<file path="src/rtl/sub_div_ctrl.sv">
// sub_div_ctrl: restoring 4-bit unsigned divider sequencing an external a-b-c subtractor
// Ports:
//   clk, rst_n            clock, asynchronous active-low reset
//   start                 division request, honoured only when idle
//   dividend, divisor     operands captured on an accepted start
//   sub_a, sub_b, sub_c   operand drive to the shared subtractor (zero when not calculating)
//   sub_diff, sub_cout    subtractor result and borrow-out (1 = a < b + c)
//   busy                  high from accept through the done cycle
//   done                  one-cycle pulse, results valid
//   quotient, remainder   results, held until the next accepted start
//   div_by_zero           set with done when the divisor was zero
module sub_div_ctrl #(
    parameter logic [3:0] DBZ_QUOTIENT = 4'hF
) (
    input  logic       clk,
    input  logic       rst_n,
    input  logic       start,
    input  logic [3:0] dividend,
    input  logic [3:0] divisor,
    output logic [3:0] sub_a,
    output logic [3:0] sub_b,
    output logic       sub_c,
    input  logic [3:0] sub_diff,
    input  logic       sub_cout,
    output logic       busy,
    output logic       done,
    output logic [3:0] quotient,
    output logic [3:0] remainder,
    output logic       div_by_zero
);
    typedef enum logic [1:0] {IDLE, CALC, DONE} state_t;
    state_t     state, state_nx;
    logic [3:0] rem, quo, dvs, rem_nx, quo_nx;
    logic [1:0] step;
    logic       calc, accept, take;
    assign calc   = state == CALC;
    assign accept = state == IDLE && start;
    assign busy   = state != IDLE;
    assign done   = state == DONE;
    // Shift the next dividend bit into the partial remainder and trial-subtract;
    // the partial remainder stays below 8 so the shifted value fits in 4 bits.
    assign sub_a  = calc ? {rem[2:0], quo[3]} : 4'd0;
    assign sub_b  = calc ? dvs : 4'd0;
    assign sub_c  = 1'b0;
    assign take   = ~sub_cout;
    assign rem_nx = take ? sub_diff : sub_a;
    assign quo_nx = {quo[2:0], take};
    always_ff @(posedge clk or negedge rst_n)
        if (!rst_n) state <= IDLE;
        else state <= state_nx;
    always_comb begin
        state_nx = IDLE;
        state_nx = state == IDLE ? (start ? (divisor == 4'd0 ? DONE : CALC) : IDLE) :
                   state == CALC ? (step == 2'd3 ? DONE : CALC) : IDLE;
    end
    always_ff @(posedge clk or negedge rst_n)
        if (!rst_n) begin
            rem         <= 4'd0;
            quo         <= 4'd0;
            dvs         <= 4'd0;
            step        <= 2'd0;
            quotient    <= 4'd0;
            remainder   <= 4'd0;
            div_by_zero <= 1'b0;
        end else if (accept) begin
            if (divisor == 4'd0) begin
                quotient    <= DBZ_QUOTIENT;
                remainder   <= dividend;
                div_by_zero <= 1'b1;
            end else begin
                rem         <= 4'd0;
                quo         <= dividend;
                dvs         <= divisor;
                step        <= 2'd0;
                div_by_zero <= 1'b0;
            end
        end else if (calc) begin
            rem  <= rem_nx;
            quo  <= quo_nx;
            step <= step + 2'd1;
            if (step == 2'd3) begin
                quotient  <= quo_nx;
                remainder <= rem_nx;
            end
        end
endmodule
</file>
<file path="config.mk">
export PLATFORM = sky130hd
export DESIGN_NAME = sub_div_ctrl
export DESIGN_NICKNAME = d
export VERILOG_FILES = /design/src/rtl/sub_div_ctrl.sv
export SDC_FILE = /design/constraint.sdc
export NUM_CORES = 1
export LEC_CHECK = 0
export CORE_ASPECT_RATIO = 0.9
export CORE_MARGIN = 5
export CORE_UTILIZATION = 35
export CTS_CLUSTER_SIZE = 40
export DETAILED_ROUTE_END_ITERATION = 8
export SKIP_LAST_GASP = 1
export SLEW_MARGIN = 30
export SYNTH_ARGS = -nofsm -noshare
export SYNTH_HDL_FRONTEND = slang
export SYNTH_SLANG_ARGS = --single-unit
</file>
<file path="constraint.sdc">
create_clock -name clk -period 2.4 [get_ports clk]
set_clock_uncertainty 0.2 [all_clocks]
set_input_delay 0.48 -clock clk [delete_from_list [all_inputs] [get_ports clk]]
set_output_delay 0.48 -clock clk [all_outputs]
set_load 0.01 [all_outputs]
</file>
==> metrics <==
Syn. warnings=0; largest net degree at the start of global routing=25; switching share of power=35.5%; crit share post-route=95.8%; hold buffer count at CTS=0; Setup Slack @ Placement=-0.0136 ns; CTS tree=yes; Yosys cell types=40; Synth Cell Area=1200 µm²; All-Layer GR Usage=16.0%; synthesis-to-layout area growth=48.2%; CTS H-tree lvls=1; WP data required=~1.7 ns; DP Wirelength=2470 µm; Pwr Density=1340 nW/µm²; Post-synth EDFFs=0; drt drc=0; Final Util=53.1%; Max VDD drop=0.633 mV; die width=71.8 µm; Core ar.=roughly 3400 µm²; crit start category=register; Clock transition at path regs=0.09 ns; max-cap violation count=0; uppermost layer routed=met4; CTS max path bufs=2; antenna violations before repair=0; CTS buffer count=3; RR Endpoint=quo[3]; Final Hold Vio Count=0; via count=around 1100; status=completed; Vias per Instance=between 5 and 6; DRT Pass-1 Iters=4; crit path kind=register to output port; Mapped Cells=approximately 120; Min-Delay Endpoint=div_by_zero; clock group share of total power=between 10% and 20%; HP Start=div_by_zero; wl on met1=approximately 1500 µm; vias in the first global route=1143; worst skew pair latency=0.27 ns; wire length after detailed routing=about 3400 µm; Fmax=between 400 and 500 MHz; met3 WL=around 260 µm; first-pass GRT wire length=about 5700 µm; initial core utilization=35.9%; CP Max Fanout=7; fin crit period=around 2.3 ns; Flop pwr share=a little under a third; Leak=roughly 0.8 nW; Setup-failing EPs final=0; Num Clock Sinks=24; clock root buffer=clkbuf_8; switching power=0.846 mW; syn nets=135; Avg Inst Size Synth=10.2 µm²; setup_tns=0 ns; 1st-iter DRT viols=45; internal power=around 1.5 mW; Die Height=65.6 µm; met2 WL=1620 µm; ys async rst share=100%; gp weighted congestion=0.842; final-stage net count=between 150 and 200; Hold/Removal Path Class=register to register; I/O Buffers=34; Post-synth top flop=dfrtp_1; Routed WL per cell=about 16 µm; Gate power share=54.7%; ant diodes=0; synthesized flop and latch total=24; die area=4710 µm²; share of layout cells above drive strength 1=between 10% and 20%; Slew Viols, Final=0; Tot Pwr=2.38 mW; setup slack, reg-to-reg=approximately 0.48 ns; # rows=20; most common cell after layout, fill and taps aside=clkdlybuf4s50_1; hold depth=2; Setup crit end kind=output port; setup slack after layout=roughly 0.10 ns; I/O pin cnt=36; RSZ-0062 raised after global routing=no; most frequent cells in the layout=32 x clkdlybuf4s50_1, 24 x dfrtp_1, 18 x buf_4, 13 x nand2_1, 7 x and2_1; R2R Path Start=state[0]; r2r worst-path depth=5; post-synthesis sequential area ratio=around half; CP Data Arrival Time=1.62 ns; GR Overflow Total=0; remaining antenna violation count=0
==> registers in the layout (all words and copies together) (netlist names) <==
signal / flops
step: 2
div_by_zero: 1
quo: 4
quotient: 4
remainder: 4
state: 2
rem: 3
dvs: 4
==> what timing repair did <==
action	4_1_cts	5_1_grt
endpoints found under the setup margin	0	8
gates resized for setup	0	4
buffers inserted	0	3
==> routing by layer <==
metal  up-vias  global-route usage [%]
met3         5                    5.66
met5         -                       0
met4         0                    5.63
met1       551                    20.6
met2        39                    24.9
li1        543                       -
==> how the worst max path moves through the flow <==
stage | start | endpoint | slack [ns]
after global routing | state[1] | sub_a[3] | 0.003
after global placement | divisor[1] | remainder[1] | 0.008
after detailed placement | divisor[1] | remainder[0] | -0.01
after CTS | state[1] | sub_a[3] | 0.002
final | state[1] | sub_b[1] | 0.1
after floorplan | divisor[1] | remainder[0] | 0.40
==> power by group through the flow <==
stage / sequential (mW) / combinational, mW / clock [mW]
floorplan: 0.742 / 0.621 / 0
global placement: 0.721 / 1.22 / 0
detailed placement: 0.730 / 1.24 / 0
CTS: 0.723 / 1.25 / 0.364
global route: 0.755 / 1.45 / 0.383
finish: 0.721 / 1.30 / 0.360
==> synth_stat cells (2+ instances only) <==
cell      count  area (µm²)
o211a_1       3        30.0
and2_1        7        43.8
a21oi_1       5        25.0
a31oi_1       2        12.5
nor2b_1       2        12.5
o32ai_1       2        17.5
o21ai_0       2        10.0
nand2b_1      2        12.5
o32a_1        3        30.0
nand2_1      13        48.8
o31a_1        5        43.8
o211ai_1      3        22.5
o21ai_1       2        10.0
a22o_1        4        35.0
clkbuf_1      6        22.5
a211o_1       2        17.5
dfrtp_1      24         601
nor3_1        3        15.0
nand3_1       4        20.0
nor2_1        2        7.51
inv_1         3        11.3
==> metrics by stage <==
stage | area [µm²] | hold WS [ns] | std cells
after floorplan | 1200 | -0.0156 | 118
after global placement | 1670 | 0.265 | 203
after detailed placement | 1670 | 0.264 | 203
after CTS | 1740 | 0.285 | 207
after global routing | 1780 | 0.306 | 211
final | 1780 | 0.281 | 211
==> layout make-up <==
class,instances,area (µm²)
inverter,4,15.0
timing repair buffer,54,497
fill,318,1570
sequential,24,601
tap,44,55.1
clock buffer,3,41.3
multi-input combinational,81,543
clock inverter,1,30.0
==> cells by family after synthesis <==
family	count (synthesis)	synth area share, %
buffers and inverters	13	5.10
other	1	0.312
multiplexers	1	0.832
flip-flops	24	49.9
AND/OR/NAND/NOR	40	18.0
adder cells (fa/ha/maj)	1	1.04
AO/OA/AOI/OAI	38	24.8
==> worst max-delay path: stages, from the launching register on <==
cell and delay [ns]:
dfrtp_1 0.41, nor2b_2 0.15, buf_6 0.14, and2_1 0.13, clkdlybuf4s50_1 0.53
Power figures use the tool's default switching activity.
